===== src/rtl/parc_core_rob_pkg.sv =====
// Shared definitions for the PARC reorder buffer: entry field layout and
// the age comparison used when squashing on a mispredict.
package parc_core_rob_pkg;

  localparam int ROB_VALID   = 0;
  localparam int ROB_PENDING = 1;
  localparam int ROB_WEN     = 2;
  localparam int ROB_PREG    = 3;

  function automatic int rob_entry_w(input int preg_w);
    return ROB_PREG + preg_w;
  endfunction

  // Age is the forward distance from head, so wrap-around needs no special case.
  function automatic logic rob_younger(input int unsigned a, input int unsigned b,
                                       input int unsigned head, input int unsigned depth);
    int unsigned age_a;
    int unsigned age_b;
    age_a = (a - head) & (depth - 1);
    age_b = (b - head) & (depth - 1);
    return age_a > age_b;
  endfunction

endpackage


===== src/rtl/parc_core_rob_flush_mask.sv =====
// Combinational squash mask: marks every occupied slot strictly younger
// than flush_slot, with age measured from head.
module parc_core_rob_flush_mask
  import parc_core_rob_pkg::*;
#(
  parameter int DEPTH = 16,
  localparam int SLOT_W = $clog2(DEPTH)
) (
  input  logic [SLOT_W:0]   head,
  input  logic [SLOT_W:0]   tail,
  input  logic [SLOT_W-1:0] flush_slot,
  output logic [DEPTH-1:0]  mask
);

  logic [SLOT_W:0] count;
  logic [SLOT_W:0] age;

  always_comb begin
    count = tail - head;
    age   = '0;
    mask  = '0;
    for (int i = 0; i < DEPTH; i++) begin
      age     = {1'b0, SLOT_W'(i) - head[SLOT_W-1:0]};
      mask[i] = (age < count) &&
                rob_younger(i, 32'(flush_slot), 32'(head[SLOT_W-1:0]), DEPTH);
    end
  end

endmodule


===== src/rtl/parc_core_reorder_buffer_n.sv =====
// In-order-commit reorder buffer: program-order allocation, out-of-order
// fills from NUM_FILL writeback ports, single head retirement, flush squash.
module parc_core_reorder_buffer_n
  import parc_core_rob_pkg::*;
#(
  parameter int DEPTH    = 16,
  parameter int PREG_W   = 5,
  parameter int NUM_FILL = 2,
  localparam int SLOT_W  = $clog2(DEPTH)
) (
  input  logic                       clk,
  input  logic                       reset,
  input  logic                       rob_alloc_req_val,
  output logic                       rob_alloc_req_rdy,
  input  logic [PREG_W-1:0]          rob_alloc_req_preg,
  input  logic                       rob_alloc_req_wen,
  output logic [SLOT_W-1:0]          rob_alloc_resp_slot,
  input  logic [NUM_FILL-1:0]        rob_fill_val,
  input  logic [NUM_FILL*SLOT_W-1:0] rob_fill_slot,
  input  logic                       rob_flush_val,
  input  logic [SLOT_W-1:0]          rob_flush_slot,
  output logic                       rob_commit_val,
  output logic                       rob_commit_wen,
  output logic [SLOT_W-1:0]          rob_commit_slot,
  output logic [PREG_W-1:0]          rob_commit_rf_waddr,
  output logic [SLOT_W:0]            rob_count,
  output logic                       rob_empty
);

  localparam int ENTRY_W = rob_entry_w(PREG_W);
  localparam logic [SLOT_W:0] PTR_ONE = 1;
  localparam logic [SLOT_W:0] PTR_DEPTH = DEPTH[SLOT_W:0];

  logic [ENTRY_W-1:0] ent_q [DEPTH];
  logic [SLOT_W:0]    head_q, tail_q, count, flush_tail;
  logic [SLOT_W-1:0]  head_idx, tail_idx;
  logic [ENTRY_W-1:0] head_ent, alloc_ent;
  logic [DEPTH-1:0]   squash;
  logic               full, alloc_fire, commit_fire, flush_fire;

  assign head_idx    = head_q[SLOT_W-1:0];
  assign tail_idx    = tail_q[SLOT_W-1:0];
  assign count       = tail_q - head_q;
  assign full        = (count == PTR_DEPTH);
  assign head_ent    = ent_q[head_idx];
  assign flush_fire  = rob_flush_val && ent_q[rob_flush_slot][ROB_VALID];
  assign commit_fire = head_ent[ROB_VALID] && !head_ent[ROB_PENDING];
  // Rebuilding tail from head keeps the wrap bit consistent with head.
  assign flush_tail  = head_q + {1'b0, rob_flush_slot - head_idx} + PTR_ONE;

  // Alloc handshake: an entry is taken only on a cycle where val and rdy are
  // both high; rdy never depends on val and drops whenever a flush is requested.
  assign rob_alloc_req_rdy   = !full && !rob_flush_val;
  assign alloc_fire          = rob_alloc_req_val && rob_alloc_req_rdy;
  assign rob_alloc_resp_slot = tail_idx;

  assign rob_commit_val      = commit_fire;
  assign rob_commit_wen      = commit_fire && head_ent[ROB_WEN];
  assign rob_commit_slot     = head_idx;
  assign rob_commit_rf_waddr = head_ent[ROB_PREG +: PREG_W];
  assign rob_count           = count;
  assign rob_empty           = (count == '0);

  always_comb begin
    alloc_ent                    = '0;
    alloc_ent[ROB_VALID]         = 1'b1;
    alloc_ent[ROB_PENDING]       = 1'b1;
    alloc_ent[ROB_WEN]           = rob_alloc_req_wen;
    alloc_ent[ROB_PREG +: PREG_W] = rob_alloc_req_preg;
  end

  parc_core_rob_flush_mask #(.DEPTH(DEPTH)) u_flush_mask (
    .head       (head_q),
    .tail       (tail_q),
    .flush_slot (rob_flush_slot),
    .mask       (squash)
  );

  always_ff @(posedge clk or posedge reset) begin
    if (reset) begin
      head_q <= '0;
      tail_q <= '0;
      for (int i = 0; i < DEPTH; i++) ent_q[i] <= '0;
    end else begin
      for (int k = 0; k < NUM_FILL; k++) begin
        if (rob_fill_val[k] && ent_q[rob_fill_slot[k*SLOT_W +: SLOT_W]][ROB_VALID])
          ent_q[rob_fill_slot[k*SLOT_W +: SLOT_W]][ROB_PENDING] <= 1'b0;
      end
      // Later writes override fills, so a squashed slot stays invalid.
      if (flush_fire) begin
        for (int i = 0; i < DEPTH; i++) begin
          if (squash[i]) ent_q[i] <= '0;
        end
        tail_q <= flush_tail;
      end
      if (commit_fire) begin
        ent_q[head_idx] <= '0;
        head_q          <= head_q + PTR_ONE;
      end
      if (alloc_fire) begin
        ent_q[tail_idx] <= alloc_ent;
        tail_q          <= tail_q + PTR_ONE;
      end
    end
  end

endmodule


===== config.mk =====
export PLATFORM = sky130hd
export DESIGN_NAME = parc_core_reorder_buffer_n
export DESIGN_NICKNAME = d
export VERILOG_FILES = /design/src/rtl/parc_core_rob_pkg.sv /design/src/rtl/parc_core_rob_flush_mask.sv /design/src/rtl/parc_core_reorder_buffer_n.sv
export SDC_FILE = /design/constraint.sdc
export NUM_CORES = 1
export LEC_CHECK = 0
export ABC_CLOCK_PERIOD_IN_PS = 5200
export CAP_MARGIN = 20
export CORE_ASPECT_RATIO = 1.5
export CORE_MARGIN = 2
export CORE_UTILIZATION = 40
export CTS_CLUSTER_DIAMETER = 120
export DETAILED_ROUTE_END_ITERATION = 10
export HOLD_SLACK_MARGIN = 0.02
export PLACE_DENSITY_LB_ADDON = 0.08
export SYNTH_ARGS = -nofsm -noshare
export SYNTH_HDL_FRONTEND = slang
export SYNTH_HIERARCHICAL = 1
export SYNTH_SLANG_ARGS = --single-unit

===== constraint.sdc =====
create_clock -name clk -period 5.2 [get_ports clk]
set_input_delay 0.52 -clock clk [delete_from_list [all_inputs] [get_ports clk]]
set_output_delay 0.52 -clock clk [all_outputs]
set_load 0.05 [all_outputs]

=== Word level (Yosys, flattened, before mapping) ===
Cells that the tools add are included.

* Output and inout bits: 22
* Flip-flop bits (word level): 138
* Word-level logic and storage cells: 186
* Input bits: 24

* Order comparisons: 41
* Reductions and logical operators: 32
* Bitwise logic cells: 11
* Add/subtract/negate cells: 39
* Mux-type cells: 44
* Equal/unequal tests: 1

{| class="wikitable"
|+ Operators with widths
! cell !! number
|-
| $mux 128 || 5
|-
| $and 128x128->128 || 3
|-
| $not 128->128 || 3
|-
| $mux 8 || 20
|-
| $bmux 8 s4 || 4
|-
| $bwmux 128 || 1
|-
| $demux 8 s4 || 4
|-
| $lt 4x5->1 || 16
|-
| $gt 4x4->1 || 16
|-
| $sub 4x4->4 const A || 16
|-
| $sub 3x4->4 const A || 8
|-
| $logic_and 1x1->1 || 27
|-
| $ge 5x5->1 const B || 5
|-
| $not 4->5 || 5
|-
| $lt 5x1->1 const B || 4
|-
| $sub 1x4->4 const A || 4
|-
| $sub 2x4->4 const A || 4
|-
| $add 5x1->5 const B || 3
|-
| $mux 5 || 2
|-
| $sub 4x4->4 || 2
|-
| $mux 1 || 6
|-
| $add 5x4->5 || 1
|-
| $eq 5x5->1 const B || 1
|-
| $logic_not 5->1 || 1
|-
| other kinds (4) || 7
|}

=== Longest topological paths before layout ===
Gate-level depths: netlist of run 1.

* Depth in word-level cells: 16
* Mapped depth: 14
* Mapped depth without buffers: 13

=== By module ===
The synthesis of run 1 kept the hierarchy.

{| class="wikitable"
|+ By module, submodules not included
! module !! area each (µm²) !! cells each !! sequential area each (µm²) !! times used
|-
| parc_core_reorder_buffer_n || 7997.7 || 733 || 3453.3 || 1
|-
| parc_core_rob_flush_mask || 1750.4 || 207 || 0.0 || 1
|}

=== Least setup slack after synthesis of run 1 ===
No wires, ideal clock.

* Path kind: register -> output
* Start: register head_q[1]
* End: output rob_alloc_req_rdy
* Data arrival time: 4.098 ns
* Path buffers: 5
* Slack: 0.582 ns
* Cell stages (with the launch flop): 13
* Required time: 4.680 ns
* Cell sequence: dfrtp_1 clkbuf_1 clkbuf_1 clkbuf_1 inv_1 fa_1 xor2_2 and4b_4 o211ai_2 nand2b_1 clkbuf_1 buf_2 inv_1

* Word-level cells in the longest chain between the ends: 4

{| class="wikitable"
|+ RTL lines
! item !! line !! RTL
|-
| from (decl) || parc_core_reorder_buffer_n.sv:35 || <nowiki>logic [SLOT_W:0] head_q, tail_q, count, flush_tail;</nowiki>
|-
| from (signal assigned) || parc_core_reorder_buffer_n.sv:98 || <nowiki>head_q <= head_q + PTR_ONE;</nowiki>
|-
| $sub 5x5->5 || parc_core_reorder_buffer_n.sv:43 || <nowiki>assign count = tail_q - head_q;</nowiki>
|-
| via rob_count[2] || parc_core_reorder_buffer_n.sv:26 || <nowiki>output logic [SLOT_W:0] rob_count,</nowiki>
|-
| $eq 5x5->1 || parc_core_reorder_buffer_n.sv:44 || <nowiki>assign full = (count == PTR_DEPTH);</nowiki>
|-
| $logic_not 1->1 || parc_core_reorder_buffer_n.sv:53 || <nowiki>assign rob_alloc_req_rdy = !full && !rob_flush_val;</nowiki>
|-
| $logic_and 1x1->1 || parc_core_reorder_buffer_n.sv:53 ||
|-
| to (decl) || parc_core_reorder_buffer_n.sv:14 || <nowiki>output logic rob_alloc_req_rdy,</nowiki>
|}

The timed path passes the listed nets, and every way through them passes these cells.

=== Worst setup path after layout of run 1 ===
* Start: register head_q[0]
* End: output rob_commit_wen

* Word-level cells in the longest chain between the ends: 7

{| class="wikitable"
|+ RTL lines
! item !! line !! RTL
|-
| $not 4->5 (implied by the code) (*) || parc_core_reorder_buffer_n.sv:45 || <nowiki>assign head_ent = ent_q[head_idx];</nowiki>
|-
| $bmux 8 s4 (*) || parc_core_reorder_buffer_n.sv:45 ||
|-
| $mux 8 (implied by the code) (*) (2 in series) || parc_core_reorder_buffer_n.sv:45 ||
|-
| $logic_not 1->1 || parc_core_reorder_buffer_n.sv:47 || <nowiki>assign commit_fire = head_ent[ROB_VALID] && !head_ent[ROB_PENDING];</nowiki>
|-
| $logic_and 1x1->1 || parc_core_reorder_buffer_n.sv:47 ||
|-
| $logic_and 1x1->1 (*) || parc_core_reorder_buffer_n.sv:58 || <nowiki>assign rob_commit_wen = commit_fire && head_ent[ROB_WEN];</nowiki>
|-
| to (decl) || parc_core_reorder_buffer_n.sv:23 || <nowiki>output logic rob_commit_wen,</nowiki>
|}

Mark *: on every way between the ends. The rest lies on a longest branch, timed or not. The select of a mux whose other input is x is not followed.

==> impl_metrics.tcl, run 1 <==
set metrics [dict create \
    status "completed" \
    wl_per_cell_um 24.63 \
    worst_setup_path_start_kind "register" \
    antenna-diode-count 0 \
    cts_resized 0 \
    setup_violations 0 \
    grt_setup_unrepaired "no" \
    hold_class "reg -> reg" \
    grt_pass1_vias 8010 \
    cts.path.max_buffers 2 \
    grt_usage_pct 25.55 \
    end_kind "output pin" \
    worstPathMaxFanout 21 \
    grt_pass1_wl_mm 49.06 \
    drt-initial-drc-count 459 \
    netlist_instances 940 \
    syn_area_per_cell_um2 10.37 \
    cts_root_buffer "clkbuf_16" \
    ys_top_cells_by_area "dfrtp_1, mux4_2, o2bb2ai_1" \
    p_leak_nw 4.515 \
    die_area_um2 25660 \
    cts_inserted_buffers 17 \
    insertion_delay_ns 0.43 \
    drc_errors 0 \
    finalNonFillerCells 1289 \
    syn_nets 1020 \
    start_util_pct 40.33 \
    final_antenna_net_count 0 \
    max_freq_mhz 229.6 \
    ys_warn_count 6 \
    dp.cells 1257 \
    path_clk_slew_ns 0.06 \
    yosys-top-cells-count "dfrtp_1, nand2_1, o2bb2ai_1" \
    arrival_ns 3.83 \
    fin_nets 1032 \
    dp_hpwl_mm 23.58 \
    drt_wl_total_mm 31.75 \
    synth_edf_count 0 \
    place_congestion 0.8184 \
    grt_max_degree 104 \
    cts.sinks 138 \
    finalHoldViolCount 0 \
    total_power_mw 8.863 \
    cts_tree "built" \
    synth-async-reset-ratio_pct 100.0 \
    num_io_pins 46 \
    chipHeight_um 195.2 \
    via_count 7618 \
    std_cell_rows 70 \
    post_cts_buffers 0 \
    grt_overflow 0 \
    fp.dieW_um 131.5 \
    post-route-min-period_ns 4.355 \
    skew_ns 0.01303 \
    synth_top_area_share_pct 35.43 \
    port_buffers 45 \
    cts_htree_levels 4 \
    synthToLayoutAreaGrowth_pct 13.58 \
    synth_area_um2 9748 \
    crit_type "reg -> out" \
    antenna_found_initial 0 \
    cts_hold_buf 0 \
    cap_violations 0 \
    ys_seq_area_share_pct 35.43 \
    period_share_pct 83.75 \
    drive_gt1_share_pct 15.54 \
    core_region_area_um2 24170 \
    synth_ff_type "dfrtp_1" \
    firstDrtPassIters 4 \
    synth_top_area_cell "dfrtp_1" \
    maxSlewViolCount 0 \
    tightest_slew_ns 0.9951 \
    ir_drop_mv 0.4621 \
    relSlewSlack_pct 33.66 \
    ys_seq_elements 138 \
    synth_cell_types 77 \
    critPathRequiredTime_ns 4.68 \
    vias_per_cell 5.910 \
    tns_ns 0 \
    p_per_area_nw_per_um2 800.5 \
]
-- metrics by stage --
| step | area [um^2] | utilization, % | hold WS [ns] | worst slack (ns) |
|---|---|---|---|---|
| after floorplan | 9748 | - | 0.4895 | 0.5823 |
| after global placement | 10420 | 43.12 | 0.4992 | 0.9221 |
| after detailed placement | 10420 | 43.12 | 0.5058 | 0.8554 |
| after CTS | 11070 | 45.80 | 0.5135 | 0.7638 |
| after global routing | 11070 | 45.80 | 0.5379 | 0.6006 |
| final | 11070 | 45.80 | 0.5097 | 0.8452 |
-- final cells by class --
class	instances	area, um^2
tap	324	405.4
multi-input combinational	680	5777
fill	2379	13100
clock buffer	23	488.0
inverter	55	212.7
clock inverter	9	160.2
timing repair buffer	60	573.1
sequential	138	3456
-- where the power goes --
| part | switching (mW) | total [mW] | leakage (nW) | internal [mW] |
|---|---|---|---|---|
| sequential | 0.308 | 1.74 | 1.85 | 1.44 |
| clock | 0.486 | 1.34 | 0.306 | 0.857 |
| combinational | 3.44 | 5.78 | 2.36 | 2.34 |
-- kinds of logic after synthesis --
group,Yosys count,share of synthesized area (%)
compound gates,258,20.07
simple gates,249,13.21
flops,138,35.43
buf+inv,122,5.314
fa+ha+maj,86,10.79
mux,53,11.41
xor+xnor,34,3.774
-- layer usage --
metal | global-route usage, % | part of all wire [%]
met3 | 2.882 | 2.6
met2 | 46.87 | 53
met1 | 28.95 | 39
met5 | 0 | 0
met4 | 13.65 | 5.4
-- worst paths after layout --
path                       startpoint        endpoint  slack, ns  cells after the start
setup / recovery            head_q[0]  rob_commit_wen       0.85                      7
hold / removal             ent_q[110]      ent_q[110]       0.51                      2
setup reg to reg            head_q[0]       ent_q[49]       1.32                     12
hold reg to reg            ent_q[110]      ent_q[110]       0.51                      2
max in group asynchronous       reset      ent_q[110]       3.40                      3
min in group asynchronous       reset       ent_q[85]       0.68                      2
-- state kept, by name, summed over array words and instances, names as in the netlist --
signal,cells
ent_q,128
head_q,5
tail_q,5
-- placed cells by master, fill, tap and decap left out, types with 5 or more instances in the layout --
cell	Yosys	routed
clkdlybuf4s50_1	0	44
dfrtp_1	138	136
or4b_2	6	6
and3_1	7	7
or4b_1	10	10
a22oi_1	14	14
nor3b_1	8	8
mux4_2	46	46
and3b_1	6	6
nor3_1	16	16
o21a_1	6	6
nand2b_1	7	7
mux2_2	5	5
nand3_1	7	7
a21o_1	14	14
maj3_2	11	11
xnor2_1	18	18
inv_1	53	52
buf_4	10	15
clkbuf_16	0	17
xor2_1	9	9
nor2b_1	5	5
o2bb2ai_1	100	100
o21ai_0	46	46
nor2_1	16	16
a22o_1	13	13
nor3_2	9	9
a21oi_1	28	28
maj3_1	19	19
ha_1	51	51
nand2_1	138	138
fa_1	5	5
-- critical path: stages, from the launching register on --
cell	delay, ns
dfrtp_2	0.62
buf_4	0.47
mux4_2	0.60
nand2_1	0.09
nand3_1	0.09
a21oi_1	0.50
and2_1	0.22
clkdlybuf4s50_1	0.80
Power figures use the tool's default switching activity.
==> inputs of run 2 (changes only) <==
Settings changed: ABC_CLOCK_PERIOD_IN_PS 5200 to 4100.
Clock period 5.2 ns to 4.1 ns, I/O delays scaled along.
==> impl_metrics.tcl, run 2 (synthesis results as in run 1) <==
set metrics [dict create \
    status "completed" \
    period_share_pct 92.63 \
    grt_pass1_wl_mm 49.21 \
    tightest_slew_ns 1.058 \
    grt_usage_pct 25.67 \
    grt_setup_unrepaired "no" \
    crit_type "reg -> out" \
    antenna_found_initial 0 \
    core_region_area_um2 24170 \
    post-route-min-period_ns 3.798 \
    hold_class "reg -> reg" \
    arrival_ns 3.39 \
    grt_overflow 0 \
    maxSlewViolCount 0 \
    via_count 7676 \
    wl_per_cell_um 24.52 \
    cts_inserted_buffers 17 \
    top_regs "ent_q (128), head_q (5), tail_q (5)" \
    synthToLayoutAreaGrowth_pct 15.21 \
    cts_resized 0 \
    vias_per_cell 5.896 \
    fp.dieW_um 131.5 \
    cts.sinks 138 \
    p_per_area_nw_per_um2 1021 \
    grt_pass1_vias 8103 \
    drt_wl_total_mm 31.93 \
    port_buffers 45 \
    largest_register_ffs 128 \
    tns_ns 0 \
    mostFrequentLayoutCell "nand2_1" \
    total_power_mw 11.47 \
    critPathRequiredTime_ns 3.69 \
    fin_nets 1045 \
    drc_errors 0 \
    max_freq_mhz 263.3 \
    cts_htree_levels 4 \
    final_antenna_net_count 0 \
    relSlewSlack_pct 28.92 \
    dp_hpwl_mm 23.97 \
    worstPathMaxFanout 28 \
    setup_violations 0 \
    firstDrtPassIters 5 \
    die_area_um2 25660 \
    p_leak_nw 4.609 \
    worst_setup_path_start_kind "register" \
    end_kind "output pin" \
    std_cell_rows 70 \
    cts_tree "built" \
    finalHoldViolCount 0 \
    cts_root_buffer "clkbuf_16" \
    antenna-diode-count 0 \
    chipHeight_um 195.2 \
    regMostFlops "ent_q" \
    skew_ns 0.007876 \
    cts_hold_buf 0 \
    insertion_delay_ns 0.43 \
    drt-initial-drc-count 395 \
    drive_gt1_share_pct 17.38 \
    cap_violations 0 \
    place_congestion 0.8591 \
    grt_max_degree 71 \
    ir_drop_mv 0.6460 \
    cts.path.max_buffers 2 \
    fillCellCount 2345 \
    start_util_pct 40.33 \
    final_cell_mix "nand2_1, dfrtp_1, o2bb2ai_1" \
    path_clk_slew_ns 0.06 \
    post_cts_buffers 0 \
    num_io_pins 46 \
]
[run 2: changes by cell type in the layout (fill, tap and decap cells not counted), sizes merged]
cell | previous run | this run
clkdlybuf4s50 | 44 | 40
buf | 16 | 33
clkinv | 2 | 4
bufinv | 4 | 6
clkbuf | 23 | 21
inv | 55 | 53
[run 2: worst max-delay path, stage by stage, from the launching register on]
cell and delay [ns]:
dfrtp_2 0.49, buf_4 0.56, mux4_2 0.64, mux4_2 0.52
clkdlybuf4s50_1 0.73
[run 2: per-layer routing]
| metal | vias to the layer above | GRT usage (%) | wire length, um |
|---|---|---|---|
| li1 | 3530 | - | - |
| met1 | 3884 | 27.99 | 12040 |
| met2 | 196 | 48.25 | 17310 |
| met3 | 66 | 3.401 | 926 |
| met4 | 0 | 13.16 | 1651 |
| met5 | - | 0 | 0 |
[run 2: worst paths after layout]
kind / from / depth (start not counted) / slack, ns / end
worst max register to register: tail_q[0] / 10 / 0.39 / ent_q[41]
max in group asynchronous: reset / 3 / 2.78 / head_q[1]
worst max-delay path: head_q[0] / 4 / 0.30 / rob_commit_rf_waddr[4]
min in group asynchronous: reset / 3 / 0.62 / ent_q[75]
worst min-delay path: ent_q[7] / 2 / 0.51 / ent_q[7]
worst min register to register: ent_q[7] / 2 / 0.51 / ent_q[7]
[run 2: final cells by class]
type	instances	area, um^2	share of cell area (%)
multi-input cells	680	5791	51.56
flip-flops and latches	138	3456	30.77
repair buffers	73	673.1	5.994
clock buffers	21	480.5	4.278
well taps	324	405.4	3.610
clock inverters	11	214.0	1.905
inverters	55	211.5	1.883
[run 2: stage by stage]
step	std cells	worst slack (ns)	instance area (um^2)	hold WS [ns]	utilization, %
global placement	1270	0.2777	10540	0.4991	43.59
CTS	1302	0.2544	11230	0.5141	46.46
global route	1302	0.1375	11230	0.5330	46.46
finish	1302	0.3020	11230	0.5094	46.46
floorplan	940	0.03987	9768	0.4895	-
detailed placement	1270	0.2401	10540	0.5060	43.59
[run 2: report_power, final]
group / leakage (nW) / switching [mW] / internal [mW]
sequential: 1.85 / 0.361 / 1.82
clock: 0.335 / 0.612 / 1.21
combinational: 2.42 / 4.43 / 3.03
total: 4.61 / 5.40 / 6.06
==> inputs of run 3 (changes only) <==
Settings changed: CAP_MARGIN 20 to unset, MAX_ROUTING_LAYER set to met4.
==> impl_metrics.tcl, run 3 (synthesis results as in run 1) <==
set metrics [dict create \
    largest_register_ffs 128 \
    antenna-diode-count 0 \
    end_kind "output pin" \
    tns_ns 0 \
    crit_type "reg -> out" \
    vias_per_cell 5.906 \
    post-route-min-period_ns 3.794 \
    finalHoldViolCount 0 \
    synthToLayoutAreaGrowth_pct 15.21 \
    drt-initial-drc-count 374 \
    antenna_found_initial 0 \
    cap_violations 0 \
    grt_max_degree 71 \
    core_region_area_um2 24170 \
    dr.max_layer_used "met4" \
    path_clk_slew_ns 0.06 \
    drt_wl_total_mm 31.87 \
    routed-wl-met3_um 844 \
    cts_tree "built" \
    wl_met1_mm 12.07 \
    firstDrtPassIters 5 \
    design_area_um2 11230 \
    grt_setup_unrepaired "no" \
    std_cell_rows 70 \
    final_cell_mix "nand2_1, dfrtp_1, o2bb2ai_1" \
    grt_pass1_vias 8110 \
    setup_violations 0 \
    worst_setup_path_start_kind "register" \
    mostFrequentLayoutCell "nand2_1" \
    chipHeight_um 195.2 \
    grt_usage_pct 26.42 \
    regMostFlops "ent_q" \
    cts_inserted_buffers 17 \
    fp.dieW_um 131.5 \
    ir_drop_mv 0.6511 \
    final_antenna_net_count 0 \
    dr_wl_met2_mm 17.29 \
    dp_hpwl_mm 23.97 \
    period_share_pct 92.53 \
    top_regs "ent_q (128), head_q (5), tail_q (5)" \
    drive_gt1_share_pct 17.38 \
    insertion_delay_ns 0.43 \
    holdWs_ns 0.5094 \
    cts_root_buffer "clkbuf_16" \
    max_freq_mhz 263.6 \
    placed_area_um2 10540 \
    grt_overflow 0 \
    cts.path.max_buffers 2 \
    cts_resized 0 \
    total_power_mw 11.47 \
    skew_ns 0.006918 \
    cts_htree_levels 4 \
    grt_pass1_wl_mm 49.25 \
    wl_per_cell_um 24.48 \
    maxSlewViolCount 0 \
    cts_hold_buf 0 \
    port_buffers 45 \
    status "completed" \
    via_count 7690 \
    die_area_um2 25660 \
    cts.sinks 138 \
    hold_class "reg -> reg" \
    drc_errors 0 \
    fin_nets 1045 \
    p_per_area_nw_per_um2 1021 \
    start_util_pct 40.33 \
    relSlewSlack_pct 30.97 \
    worstPathMaxFanout 28 \
    critPathRequiredTime_ns 3.69 \
    arrival_ns 3.38 \
    place_congestion 0.8729 \
    post_cts_buffers 0 \
    p_leak_nw 4.609 \
    fillCellCount 2345 \
    tightest_slew_ns 1.028 \
    num_io_pins 46 \
]
==> run 3: area by class of cell <==
cell class	count	area [um^2]	area share, %
clock inverter	11	214.0	1.905
clock buffer	21	480.5	4.278
tap	324	405.4	3.610
inverter	55	211.5	1.883
multi-input combinational	680	5791	51.56
sequential	138	3456	30.77
timing repair buffer	73	673.1	5.994
==> run 3: path summary, 6_finish.rpt <==
check | from | to | slack [ns] | depth (start not counted)
worst max-delay path | head_q[0] | rob_commit_rf_waddr[1] | 0.31 | 4
worst min-delay path | ent_q[7] | ent_q[7] | 0.51 | 2
worst max register to register | tail_q[0] | ent_q[41] | 0.41 | 10
worst min register to register | ent_q[7] | ent_q[7] | 0.51 | 2
max in group asynchronous | reset | head_q[1] | 2.77 | 3
min in group asynchronous | reset | ent_q[75] | 0.62 | 3
==> run 3: worst max-delay path, cell delays in order, from the launching register on <==
cell,delay [ns]
dfrtp_2,0.49
buf_4,0.55
mux4_2,0.64
mux4_2,0.52
clkdlybuf4s50_1,0.72
==> run 3: report_power, final <==
group / switching (mW) / total [mW] / internal, mW
Sequential: 0.360 / 2.18 / 1.82
Clock: 0.612 / 1.82 / 1.21
Combinational: 4.43 / 7.47 / 3.03
Total: 5.41 / 11.5 / 6.06
==> run 3: per-layer routing <==
metal,track usage (%),up-vias
li1,-,3534
met1,27.94,3897
met2,48.32,189
met3,3.375,70
met4,13.04,0
met5,-,-
==> run 3: through the flow <==
step                      setup WS, ns  cells  utilization [%]
after floorplan                0.03987    940                -
after global placement          0.2777   1270            43.59
after detailed placement        0.2401   1270            43.59
after CTS                       0.2544   1302            46.46
after global routing            0.1374   1302            46.46
final                           0.3064   1302            46.46
